## src/rtl/rv32_wishbone_master.sv

```systemverilog
// Wishbone B4 classic master for the memory stage's peripheral region.
// Runs one bus cycle per load/store and stalls the pipeline until it completes.
module rv32_wishbone_master #(
    parameter logic [3:0]  REGION         = 4'h2,
    parameter int unsigned TIMEOUT_CYCLES = 255
) (
    input  logic        clk_i,
    input  logic        rst_i,
    input  logic        req_valid_i,
    input  logic        req_write_i,
    input  logic [31:0] req_addr_i,
    input  logic [31:0] req_wdata_i,
    input  logic [3:0]  req_sel_i,
    input  logic        hold_i,
    output logic        stall_o,
    output logic [31:0] rdata_o,
    output logic        bus_err_o,
    output logic        wb_cyc_o,
    output logic        wb_stb_o,
    output logic        wb_we_o,
    output logic [31:0] wb_adr_o,
    output logic [31:0] wb_dat_o,
    output logic [3:0]  wb_sel_o,
    input  logic [31:0] wb_dat_i,
    input  logic        wb_ack_i,
    input  logic        wb_err_i
);

    typedef enum logic [1:0] {
        IDLE = 2'd0,
        BUS  = 2'd1,
        DONE = 2'd2
    } state_t;

    localparam logic [15:0] LAST_COUNT = 16'(TIMEOUT_CYCLES - 1);

    state_t      state_reg;
    logic [15:0] count_reg;
    logic [29:0] adr_reg;
    logic [31:0] dat_reg;
    logic [3:0]  sel_reg;
    logic        we_reg;
    logic        cyc_reg;
    logic [31:0] rdata_reg;
    logic        err_reg;

    logic hit;
    logic timeout;
    logic unused_addr_bits;

    assign hit              = req_valid_i && (req_addr_i[31:28] == REGION);
    assign timeout          = (count_reg == LAST_COUNT);
    assign unused_addr_bits = ^req_addr_i[1:0];

    always_ff @(posedge clk_i) begin
        if (rst_i) begin
            state_reg <= IDLE;
            count_reg <= '0;
            adr_reg   <= '0;
            dat_reg   <= '0;
            sel_reg   <= '0;
            we_reg    <= 1'b0;
            cyc_reg   <= 1'b0;
            rdata_reg <= '0;
            err_reg   <= 1'b0;
        end else begin
            err_reg <= 1'b0;
            case (state_reg)
                IDLE: begin
                    if (hit) begin
                        adr_reg   <= req_addr_i[31:2];
                        dat_reg   <= req_wdata_i;
                        sel_reg   <= req_sel_i;
                        we_reg    <= req_write_i;
                        cyc_reg   <= 1'b1;
                        count_reg <= '0;
                        state_reg <= BUS;
                    end
                end
                BUS: begin
                    count_reg <= count_reg + 16'd1;
                    // ack wins over err when both arrive together
                    if (wb_ack_i) begin
                        if (!we_reg) begin
                            rdata_reg <= wb_dat_i;
                        end
                        cyc_reg   <= 1'b0;
                        state_reg <= DONE;
                    end else if (wb_err_i || timeout) begin
                        rdata_reg <= '0;
                        err_reg   <= 1'b1;
                        cyc_reg   <= 1'b0;
                        state_reg <= DONE;
                    end
                end
                DONE: begin
                    // the same request stays on req_* here; it advances only when hold_i drops
                    if (!hold_i) begin
                        state_reg <= IDLE;
                    end
                end
                default: begin
                    state_reg <= IDLE;
                    cyc_reg   <= 1'b0;
                end
            endcase
        end
    end

    assign stall_o   = (state_reg == BUS) || ((state_reg == IDLE) && hit);
    assign rdata_o   = rdata_reg;
    assign bus_err_o = err_reg;
    assign wb_cyc_o  = cyc_reg;
    assign wb_stb_o  = cyc_reg;
    assign wb_we_o   = we_reg;
    assign wb_adr_o  = {adr_reg, 2'b00};
    assign wb_dat_o  = dat_reg;
    assign wb_sel_o  = sel_reg;

endmodule

```

## config.mk

```make
export PLATFORM = sky130hd
export DESIGN_NAME = rv32_wishbone_master
export DESIGN_NICKNAME = d
export VERILOG_FILES = /design/src/rtl/rv32_wishbone_master.sv
export SDC_FILE = /design/constraint.sdc
export NUM_CORES = 1
export LEC_CHECK = 0
export BUFFER_PORTS_ARGS = -buffer_cell sky130_fd_sc_hd__buf_2
export CAP_MARGIN = 20
export CORE_MARGIN = 5
export CORE_UTILIZATION = 41
export DETAILED_ROUTE_END_ITERATION = 12
export PLACE_DENSITY = 0.86
export SYNTH_ARGS = -nofsm -noshare
export SYNTH_HDL_FRONTEND = slang
export SYNTH_SLANG_ARGS = --single-unit
```

## constraint.sdc

```tcl
create_clock -name clk_i -period 1.7 [get_ports clk_i]
set_input_delay 0.085 -clock clk_i [delete_from_list [all_inputs] [get_ports clk_i]]
set_output_delay 0.085 -clock clk_i [all_outputs]
set_load 0.02 [all_outputs]
```

==> run summary, run 1 <==
Once detailed placement completed, the half-perimeter wirelength came to 8.55 mm. In the synthesized netlist, the number of instances is 487. The cell type of the slowest stage on the worst timing path was dfxtp_1. After detailed routing, the total wire length is 14.7 mm. The die extent in x works out to 114 um. The per-cell via count in the routed design is 5.11, and the register area share after synthesis is 0.539. The number of buffers between clock root and the deepest sink was 2. The xor and xnor fraction of the mapped netlist area works out to 0.00198.

Of all nets on the critical path, the largest fanout is 19. The flow ran to the end, and the final reports show no timing, DRC or antenna violations. The critical path is of the reg2reg type. TritonCTS built the clock tree.

Counting every sink on the clock net gives 119. The final count of negative-setup-slack endpoints was 0. In the final routed layout, each cell accounts on average for 15.6 um. Measured along the y axis, the die boundary spans 114 um. The worst setup path is captured at a flop. The slew at the pin with the worst max-slew slack was 0.600 ns; the stage delay of the slowest cell on the critical path was 0.31 ns. The arrival time of the worst setup path is 2.01 ns, and the area added between synthesis and finish is 65.2%. After global routing the overflow that remains totals 0. The tools report the total global-route track usage as 0.228.

For this run, the number of Yosys warnings is 0. For the worst-skew pair, the clock arrives at the later sink with an insertion delay of 0.50 ns. Share of the core filled with cells: 0.700.

The fraction of final layout cells sized beyond drive strength 1 was 0.351. The via count of the first global-routing pass was 4992; the final worst clock skew was 0.00743 ns. For this run, the post-layout net count is 903. Setup repair after global routing could not meet its margin everywhere.

Across all hold checks on the routed design, the worst slack comes to 0.148 ns. 212 I/O pins were placed. The tools report the nature of the critical path startpoint as a flop. Worst path required time: 2.09 ns. The largest total area in the synthesized netlist belongs to dfxtp_1. The synthesized-area fraction occupied by adder cells was 0.00567; the distinct cell type count after synthesis was 48. Detailed routing inserted a total of 4819 vias. Maximum number of pins on one net before global-route repair: 64. Yosys attributes the largest share of cell area to dfxtp_1, nand2_1, a21oi_1.

The area fraction of the dominant cell type after synthesis is 0.539, and the reported max-cap violation count is 0. The multiplexer share of the synthesized area works out to 0.00227. Class of the tightest hold or removal check: in2reg. After detailed routing, the number of remaining DRC violations is 0. The maximum VDD drop is 0.665 mV, and the clock slew at the register clock pins of the worst setup and hold paths is 0.06 ns. The critical path goes through inv_1, ha_1, nor4b_2, and4_4, nand3_4, buf_12, a32o_1. In this run the remaining antenna-violating nets after routing total 0. The core box area came out at 0.0104 mm2. The final number of max-transition violations is 0, and the standard-cell row count is 37. The pre-antenna-repair detailed-routing pass consisted of 5 iterations. Clock tree synthesis selected as its root buffer the cell clkbuf_8. The number of buffers and inverters on the critical path is 2.

Buffers inserted during clock tree synthesis total 17. The run gives 0 as the initial antenna violation count. Counting I/O delays and the setup requirement, the final critical path takes 1.63 ns. On the critical path the largest part of the delay comes from simple AND/OR/NAND/NOR gates. During placement, the flow inserted port buffers numbering 207. The ratio of total power to cell area is 963 mW/mm2. For this run, the top clock speed supported by timing is 615 MHz. The analysis attributes to cell leakage a power of 0.00323 uW. The floorplan step defined a die boundary enclosing 0.0129 mm2.

The number of hold-slack violations in the final timing report was 0. The run gives 0.824 as the global placement routability congestion. Number of H-tree branching levels: 4. The tools report the number of DRC violations after detailed-routing iteration 0 as 266. The first global-routing pass estimated 23.8 mm of wire. After synthesis, the largest family of logic cells by area is compound AO/OA/AOI/OAI gates.

The number of antenna cells inserted is 0. The area fraction in compound gates after synthesis came out at 0.203. The post-synthesis register bit count was 119.

The tools report the cell area after technology mapping as 0.00442 mm2. The mean area per synthesized cell is 9.07 um2, and the initial standard-cell utilization of the core is 0.424. The worst slew margin relative to its limit came out at 0.600. The final clock period utilization by the worst path works out to 0.956.

The area share of and/or/nand/nor cells after synthesis is 0.195.
[per-stage QoR]
| step | total power (uW) | setup WS, ns | instance area [um2] | instances | TNS, ns |
|---|---|---|---|---|---|
| floorplan | 3020 | 0.134 | 4420 | 488 | 0 |
| global placement | 3190 | 0.0882 | 5670 | 812 | 0 |
| detailed placement | 3200 | 0.0384 | 5670 | 812 | 0 |
| CTS | 7080 | 0.0242 | 7290 | 943 | 0 |
| global route | 7290 | -0.00813 | 7300 | 943 | -0.00813 |
| finish | 7020 | 0.0750 | 7300 | 943 | 0 |
[power by group]
part,total (uW),switching [uW],internal (uW)
Combinational,502,217,285
Clock,3700,1300,2390
Sequential,2830,13.0,2810
Total,7020,1530,5490
[cell type report]
| type | instances | area [um2] |
|---|---|---|
| Tap cell | 136 | 170 |
| Timing Repair Buffer | 327 | 2260 |
| Fill cell | 779 | 3120 |
| Clock inverter | 14 | 200 |
| Clock buffer | 18 | 418 |
| Inverter | 5 | 18.8 |
| Multi-Input combinational cell | 324 | 1850 |
| Sequential cell | 119 | 2380 |
[Yosys cell counts, drive strengths merged]
cell and n:
dfxtp 119, and3 7, nor4b 2, and4 2, conb 1, and2 2, a211oi 1, or2 1
nand2b 1, buf 20, nor3 4, a41o 1, nor2b 1, and2b 1, nand4 3, xor2 1
clkbuf 20, o21ai 3, o311ai 2, mux2i 1, a32o 32, inv 5, a31oi 5, o31ai 1
o211ai 4, nor2 10, nand3 7, nand2 133, or4 3, a41oi 2, and4bb 1, or3 4
a21o 1, a21oi 80, a22o 1, ha 2, or4b 1, a311oi 2
[cells by family after synthesis]
group | count (synthesis)
and+or+nand+nor | 183
AOI/OAI and AO/OA | 135
DFF | 119
buffers and inverters | 45
adders and majority gates | 2
other | 1
xor gates and xnor gates | 1
muxes | 1
[repair_timing]
item	CTS	global route
buffers inserted	1	0
setup endpoints to repair	1	34
hold buffers	98	0
gates resized for setup	4	4
hold endpoints to repair	98	0
[per-layer routing]
layer / share of wire / GRT usage / vias up
li1: - / - / 2334
met1: 0.38 / 0.238 / 2228
met2: 0.52 / 0.416 / 213
met3: 0.076 / 0.0759 / 44
met4: 0.032 / 0.0958 / 0
met5: 0 / 0 / -
[placed cells by master (no fill, tap or decap), types with 3 or more instances in the layout]
cell | netlist | layout
inv_1 | 5 | 3
clkbuf_16 | 0 | 16
nand3_1 | 5 | 4
o21ai_0 | 3 | 3
dlygate4sd3_1 | 0 | 98
nor3_1 | 4 | 4
nor2_1 | 10 | 9
bufinv_16 | 0 | 4
o211ai_1 | 4 | 4
a21oi_1 | 80 | 79
a31oi_1 | 4 | 4
buf_2 | 12 | 207
dfxtp_1 | 119 | 118
or4_1 | 3 | 3
and3_2 | 2 | 3
buf_4 | 4 | 16
a32o_1 | 32 | 32
clkinv_4 | 0 | 4
and3_1 | 5 | 4
or3_1 | 3 | 3
nand2_1 | 133 | 133
buf_12 | 0 | 6
clkinvlp_4 | 0 | 3
[final timing paths]
path / startpoint / endpoint / slack, ns / cells past startpoint
max reg2reg: count_reg[0]$_SDFFE_PP0P_ / rdata_o[4]$_SDFFE_PP0P_ / 0.07 / 7
max: count_reg[0]$_SDFFE_PP0P_ / rdata_o[4]$_SDFFE_PP0P_ / 0.07 / 7
min reg2reg: adr_reg[10]$_SDFFE_PP0P_ / adr_reg[10]$_SDFFE_PP0P_ / 0.45 / 2
min: rst_i / adr_reg[27]$_SDFFE_PP0P_ / 0.15 / 3
[worst min-delay path: cells and delay by family]
family                 cells  cell delay (ns)
and+or+nand+nor            1             0.12
buffers and inverters      2             0.39
(Power assumes the default switching activity.)
==> run 2: changes to the inputs <==
--- a/config.mk
+++ b/config.mk
@@ -7,2 +7,3 @@
 export LEC_CHECK = 0
+export ABC_AREA = 1
 export BUFFER_PORTS_ARGS = -buffer_cell sky130_fd_sc_hd__buf_2
@@ -10,5 +11,6 @@
 export CORE_MARGIN = 5
-export CORE_UTILIZATION = 41
+export CORE_UTILIZATION = 43
 export DETAILED_ROUTE_END_ITERATION = 12
-export PLACE_DENSITY = 0.86
+export PLACE_DENSITY = 0.87
+export RECOVER_POWER = 25
 export SYNTH_ARGS = -nofsm -noshare
==> constraint.sdc (replaced) <==
create_clock -name clk_i -period 1.7 [get_ports clk_i]
set_input_delay 0.34 -clock clk_i [delete_from_list [all_inputs] [get_ports clk_i]]
set_output_delay 0.34 -clock clk_i [all_outputs]
set_load 0.02 [all_outputs]
==> run 2 against run 1 <==
Count of clock-buffer cells in the layout up 1. Routed wire length fell by 3.2%. Register-to-register slack improved by 0.04 ns. Combinational power grew 1%. Largest cell class unchanged. Highest routed layer unchanged.
==> run summary, run 2 <==
Length of the first detailed-routing pass in iterations: 5 (unchanged). Traced cell by cell, the critical path runs through inv_2, nor2_4, buf_12, nor2_2, inv_2, buf_6. The tools report the total overflow reported by the global router as 0 (unchanged).

Clock slew at the register clock pins of the worst setup and hold paths: 0.05 ns (about the same). The startpoint of the worst hold path is req_wdata_i[29]. The most common cell in the netlist was nor2_1.

The final design area excluding fillers came out at 0.00694 mm2 (-4.8%). In this run the critical register-to-register path is launched from count_reg[1]$_SDFFE_PP0P_. The per-cell via count in the routed design came out at 4.84 (-5.2%). Number of nets in the final layout: 1056 (+17%). The run finished with clean final reports.

Final count of negative-setup-slack endpoints: 0 (unchanged). The tools report the worst slew margin relative to its limit as 0.609 (+0.00891). The logs give 0.00918 ns (+0.00175 ns) for the final worst clock skew and 1.36 ns (-0.73 ns) for the worst path required time.

The run gives 0.0115 mm2 (+10%) as the core box area. The number of hold-slack violations in the final timing report came out at 0 (unchanged). The ratio of total power to cell area was 1000 mW/mm2 (+3.9%). By count the netlist is led by nor2_1, nand2_1, dfxtp_1.

The minimum clock period was 1.64 ns (+0.0131 ns). The clock buffer count from CTS is 17 (unchanged). TritonCTS built the clock tree. The logs give 610 MHz (-0.80%) for the maximum achievable frequency and 44 (-31%) for the maximum number of pins on one net before global-route repair. For this run, the leading register cell type out of synthesis is dfxtp_1. Number of flops mapped to enable cells by yosys: 0 (unchanged). The I/O pin count was 212 (unchanged). Leaving out fill and tap cells, the most frequent cell in the layout is nor2_1.

The slew at the pin with the worst max-slew slack was 0.586 ns (-0.0148 ns). Post-synthesis register bit count: 119 (unchanged). By area the synthesized netlist is led by dfxtp_1, nor2_1, nand2_1. For the cts-stage hold buffer count, the log shows 0 (-100%).

For the initial standard-cell utilization of the core, the log shows 0.440 (+0.0157). The worst hold slack is 0.186 ns (+0.0376 ns). The final clock period utilization by the worst path was 0.964 (+0.00770); the area of the die was 0.0140 mm2 (+8.1%). The run gives 0.11 ns (+0.04 ns) as the slack of the worst reg-to-reg path. The fraction of final layout cells sized beyond drive strength 1 came out at 0.238 (-0.113). The area added between synthesis and finish was 37.7%; the clock network latency to the later pin of the worst-skew pair was 0.40 ns (-0.10 ns).

For the final number of max-transition violations, the log shows 0 (unchanged). The remaining routing DRC violations came out at 0 (unchanged). The class of the most critical setup path was reg2out.

The mean area per synthesized cell came out at 6.82 um2 (-25%). The run gives 14.3 mm (-3.2%) as the total routed wirelength. The number of H-tree branching levels was 4 (unchanged); the arrival time of the worst setup path was 1.30 ns (-0.71 ns).

The standard-cell row count is 39 (+5.4%), and the number of buffers inserted by port buffering is 207 (unchanged). The critical path buffer and inverter count was 4 (+2); the die boundary height was 118 um (+4.0%). The number of instances on the worst hold path was 3 (unchanged).

The cell area after placement came out at 0.00627 mm2 (+11%). For this design, the slowest cell found on the critical path is dfxtp_2. The number of DRC violations after detailed-routing iteration 0 is 537 (+100%). The dominant cell type by area after synthesis was dfxtp_1.

The distinct cell type count after synthesis came out at 23 (-52%). The logs give 0.818 (-0.70%) for the global placement routability congestion and 0.472 (-0.0669) for the register area share after synthesis. The tools report the leakage dissipation as 0.00318 uW (-1.6%).

The logs give 0 ns (unchanged) for the sum of negative setup slack and 22.3 mm (-6.2%) for the global-route wire length before repair. The async set-or-reset flop fraction in the synthesized netlist is 0 (unchanged). Kind of capture point of the worst setup path: an output port. The endpoint identified for the worst register-to-register timing path is rdata_o[6]$_SDFFE_PP0P_. The number of buffers between clock root and the deepest sink is 2 (unchanged). The logs give 0 (unchanged) for the warning count from the yosys run and 0 (unchanged) for the initial antenna violation count. The cell family contributing the most delay on the critical path is buffers and inverters. The number of nets with antenna violations after detailed routing was 0 (unchanged). The reported max-cap violation count is 0 (unchanged). For the final worst setup slack, the log shows 0.0619 ns (-0.0131 ns).

The run gives 0 (unchanged) as the number of antenna cells inserted. The run gives 0.00504 mm2 (+14%) as the cell area after technology mapping. Depth of the most critical reg-to-reg path: 9 (+2). The run gives 739 (+52%) as the synthesized instance count. The stage delay of the slowest cell on the critical path is 0.33 ns (+0.02 ns), and the total clock sinks is 119 (unchanged). The tools report the maximum VDD drop as 0.711 mV (+6.9%). Total global-route track usage: 0.193 (-0.0346). In the layout the commonest cells are nor2_1, buf_2, nand2_1. Die extent in x: 118 um (+4.0%). The path with the worst hold slack has its endpoint at wb_dat_o[29]$_SDFFE_PP0P_. The via count of the first global-routing pass was 4886 (-2.1%).

Among the stages of the critical path, the cell type that occurs most often is inv_2. Detail-routed net length per standard cell: 12.9 um (-17%). The tree is rooted in a clkbuf_16. The overall via count from detail_route came out at 5337 (+11%). The tools report the final HPWL from detailed placement as 9.78 mm (+14%). Area fraction of the dominant cell type after synthesis: 0.472 (-0.0669). The critical-path maximum fanout was 3 (-16); the post-placement worst setup slack was 0.0339 ns (-0.00456 ns). The nature of the critical path startpoint was a flop.

The worst hold path belongs to the class in2reg.
==> run 2: cell count changes in the layout (fill, tap and decap cells not counted), sizes merged, moves of 32 or more <==
cell,change
o21ai,+72
nand4,+32
inv,+84
buf,-53
a32o,-32
clkbuf,+56
dlygate4sd3,-98
a21oi,-64
nor2,+181
==> run 2: layout make-up <==
type,count,area [um2]
Clock inverter,12,153
Fill cell,1068,4520
Clock buffer,19,443
Multi-Input combinational cell,486,2160
Inverter,91,342
Timing Repair Buffer,232,1270
Sequential cell,119,2390
Tap cell,143,179
==> run 2: tightest hold or removal path, stage by stage <==
cell,delay [ns]
buf_2,0.07
o21ai_0,0.07
nor2_1,0.07
==> run 2: kinds of logic (layout without fill, tap and decap cells) <==
kind of cell | count (synthesis) | count (layout) | synth area share
other cells | 1 | 2 | 0.000744
fa+ha+maj | 2 | 2 | 0.00496
flops | 119 | 119 | 0.472
buf+inv | 138 | 354 | 0.114
compound gates | 95 | 95 | 0.0963
simple gates | 384 | 387 | 0.312
==> run 2: metal layers <==
metal,GRT usage,vias up,wire [um]
met2,0.305,250,6530
met3,0.0726,34,1540
met1,0.232,2352,5760
met5,0,-,0
met4,0.0896,0,436
li1,-,2701,-
==> run 2: how the worst max path moves through the flow <==
stage	start	to	slack (ns)	depth (start not counted)
after CTS	count_reg[0]$_SDFFE_PP0P_	rdata_o[18]$_SDFFE_PP0P_	0.003	10
after global routing	count_reg[1]$_SDFFE_PP0P_	rdata_o[16]$_SDFFE_PP0P_	-0.02	9
after floorplan	req_addr_i[30]	stall_o	0.29	7
after global placement	count_reg[0]$_SDFFE_PP0P_	rdata_o[26]$_SDFFE_PP0P_	0.1	10
final	state_reg[0]$_SDFFE_PP0P_	stall_o	0.06	6
after detailed placement	count_reg[0]$_SDFFE_PP0P_	rdata_o[18]$_SDFFE_PP0P_	0.03	10
==> run 2: where the power goes <==
group | total [uW] | switching (uW) | internal (uW)
combinational | 507 | 296 | 211
sequential | 2860 | 22.3 | 2830
clock | 3580 | 1250 | 2330
==> run 2: repair_timing <==
| action | CTS | global route |
|---|---|---|
| pin swaps | 1 | 1 |
| gates cloned | 1 | 3 |
| resized for setup | 7 | 10 |
| setup endpoints to repair | 1 | 34 |
| buffers inserted | 4 | 0 |
==> run 2: per-stage QoR <==
step,utilization,total power (uW),instances
after global placement,0.547,3400,1063
after global routing,0.606,7250,1102
final,0.606,6940,1102
after floorplan,-,3190,740
after CTS,0.605,7030,1099
after detailed placement,0.547,3410,1063
==> run 3: changes to the inputs <==
--- a/constraint.sdc
+++ b/constraint.sdc
@@ -3,2 +3,2 @@
 set_output_delay 0.34 -clock clk_i [all_outputs]
-set_load 0.02 [all_outputs]
+set_load 0.01 [all_outputs]
==> run 3 against run 2 <==
Critical path depth shrank 1. Sequential power hardly changed. Clock skew up 0.0017 ns. Count of clock-buffer cells in the layout is the same. Combinational power is 9.3% lower. Total power decreased by 0.61%. Register-to-register slack improved by 0.07 ns. Sequential share of layout area about the same. Largest cell class unchanged. Highest routed layer unchanged.
==> run summary, run 3 (synthesis results as in run 2) <==
The critical path in this run is classified as reg2out. The die extent in x was 118 um (unchanged); the final HPWL from detailed placement was 9.90 mm (+1.3%). The I/O pin count came out at 212 (unchanged). The slack of the worst reg-to-reg path is 0.18 ns (+0.07 ns). The logs give 1.29 ns (about the same) for the arrival time of the worst setup path and 0 (unchanged) for the final number of max-transition violations. The critical-path maximum fanout was 5 (+2); the reported max-cap violation count was 0 (unchanged). The tools report the total clock sinks as 119 (unchanged). The number of H-tree branching levels came out at 4 (unchanged).

The clock buffer count from CTS was 17 (unchanged). The area of the die is 0.0140 mm2 (unchanged). The initial standard-cell utilization of the core is 0.440 (unchanged), and the number of cells after detailed placement is 1069 (+0.56%). The clock slew at the register clock pins of the worst setup and hold paths is 0.06 ns (about the same), and the final count of negative-setup-slack endpoints is 0 (unchanged).

The global-route wire length before repair is 22.1 mm (-1.1%), and the maximum VDD drop is 0.920 mV (+29%). The number of buffers inserted by port buffering was 207 (unchanged). The overall via count from detail_route came out at 5204 (-2.5%). The number of buffers between clock root and the deepest sink was 2 (unchanged); the number of hold-slack violations in the final timing report was 0 (unchanged). The maximum achievable frequency is 613 MHz (+0.41%). The clock network latency to the later pin of the worst-skew pair came out at 0.41 ns (about the same).

The tools report the number of antenna cells inserted as 0 (unchanged). The final clock period utilization by the worst path works out to 0.960 (-0.00391). The detail-routed net length per standard cell was 12.5 um (-3.8%). Leaving out fill and tap cells, the most frequent cell in the layout is buf_2. STA classifies the critical path startpoint as a flop.

The logs give 0 (unchanged) for the remaining routing DRC violations and 0.191 (-0.00177) for the total global-route track usage. The logs give 0.180 ns (-0.00650 ns) for the worst hold slack and 0.0109 ns (+0.00174 ns) for the final worst clock skew. The fraction of final layout cells sized beyond drive strength 1 works out to 0.289 (+0.0515). TritonCTS built the clock tree.

The initial antenna violation count came out at 0 (unchanged). The worst path required time came out at 1.36 ns (about the same). The cell area after placement was 0.00628 mm2 (+0.12%); the number of nets in the final layout was 1057 (+0.095%). For the maximum number of pins on one net before global-route repair, the log shows 46 (+4.5%).

Final design area excluding fillers: 0.00692 mm2 (-0.31%). Length of the first detailed-routing pass in iterations: 5 (unchanged). In this run the worst hold path is classified as in2reg. Kind of capture point of the worst setup path: an output port. The via count of the first global-routing pass was 4784 (-2.1%). The root buffer cell is clkbuf_16.

The tools report the number of filler cells placed in the layout as 1021 (-4.4%). The number of DRC violations after detailed-routing iteration 0 was 413 (-23%). The run gives 39 (unchanged) as the standard-cell row count. In the layout the commonest cells are buf_2, nor2_1, nand2_1.

The leakage dissipation was 0.00342 uW (+7.4%); the per-cell via count in the routed design was 4.71 (-2.7%). The total routed wirelength was 13.7 mm (-3.7%); the global placement routability congestion was 0.846 (+3.4%). The minimum clock period came out at 1.63 ns (-0.00665 ns). The number of nets with antenna violations after detailed routing came out at 0 (unchanged). The die boundary height is 118 um (unchanged). Setup repair after global routing left no endpoint under its margin. The core box area is 0.0115 mm2 (unchanged).

Relative to the synthesized area, the layout overhead comes to 37.3%. The sum of negative setup slack is 0 ns (unchanged), and the ratio of total power to cell area is 997 mW/mm2 (-0.31%). The run finished with clean final reports. The total overflow reported by the global router is 0 (unchanged), and the number of standard cells in the layout, taps in and fillers out is 1104 (+0.18%).
[run 3: critical path, cell delays in order (launching register included)]
cell	delay, ns
dfxtp_1	0.36
inv_2	0.07
nor2_4	0.20
nor2_4	0.07
inv_1	0.07
buf_2	0.13
[run 3: path summary, 6_finish.rpt]
kind	startpoint	end	cells after the start
max reg2reg	count_reg[0]$_SDFFE_PP0P_	rdata_o[11]$_SDFFE_PP0P_	11
min	req_wdata_i[3]	wb_dat_o[3]$_SDFFE_PP0P_	3
min reg2reg	adr_reg[29]$_SDFFE_PP0P_	adr_reg[29]$_SDFFE_PP0P_	2
max	state_reg[0]$_SDFFE_PP0P_	stall_o	5
[run 3: final cells by class]
class                   count  area (um2)  share of cell area
multi-input cells         483        2100               0.304
inverters                  91         344              0.0497
repair buffers            236        1310               0.190
clock inverters            13         155              0.0224
clock buffers              19         443              0.0640
well taps                 143         179              0.0258
flip-flops and latches    119        2380               0.344
[run 3: layer usage]
layer,wire (um),GRT usage,vias up,part of all wire
li1,-,-,2704,-
met1,5700,0.223,2253,0.41
met2,6320,0.306,226,0.46
met3,1460,0.0903,21,0.11
met4,269,0.0703,0,0.020
met5,0,0,-,0
[run 3: power by group]
group	internal, uW	leakage, uW	switching [uW]
registers	2840	0.000962	21.9
logic	208	0.00217	252
clock network	2330	0.000288	1250
total	5370	0.00342	1530
[run 3: metrics by stage]
step           utilization  total power (uW)  setup WS, ns
2_1_floorplan            -              3150         0.324
3_3_place_gp         0.547              3360        0.0814
3_5_place_dp         0.547              3370        0.0831
4_1_cts              0.600              6970       0.00955
5_1_grt              0.604              7190       0.00161
6_report             0.604              6900        0.0686
[run 3: what timing repair did]
action,CTS,global route
gates cloned,0,0
gates resized for setup,2,8
pin swaps,0,2
hold buffers,0,0
setup endpoints to repair,1,27
hold endpoints to repair,0,0
buffers inserted,0,3
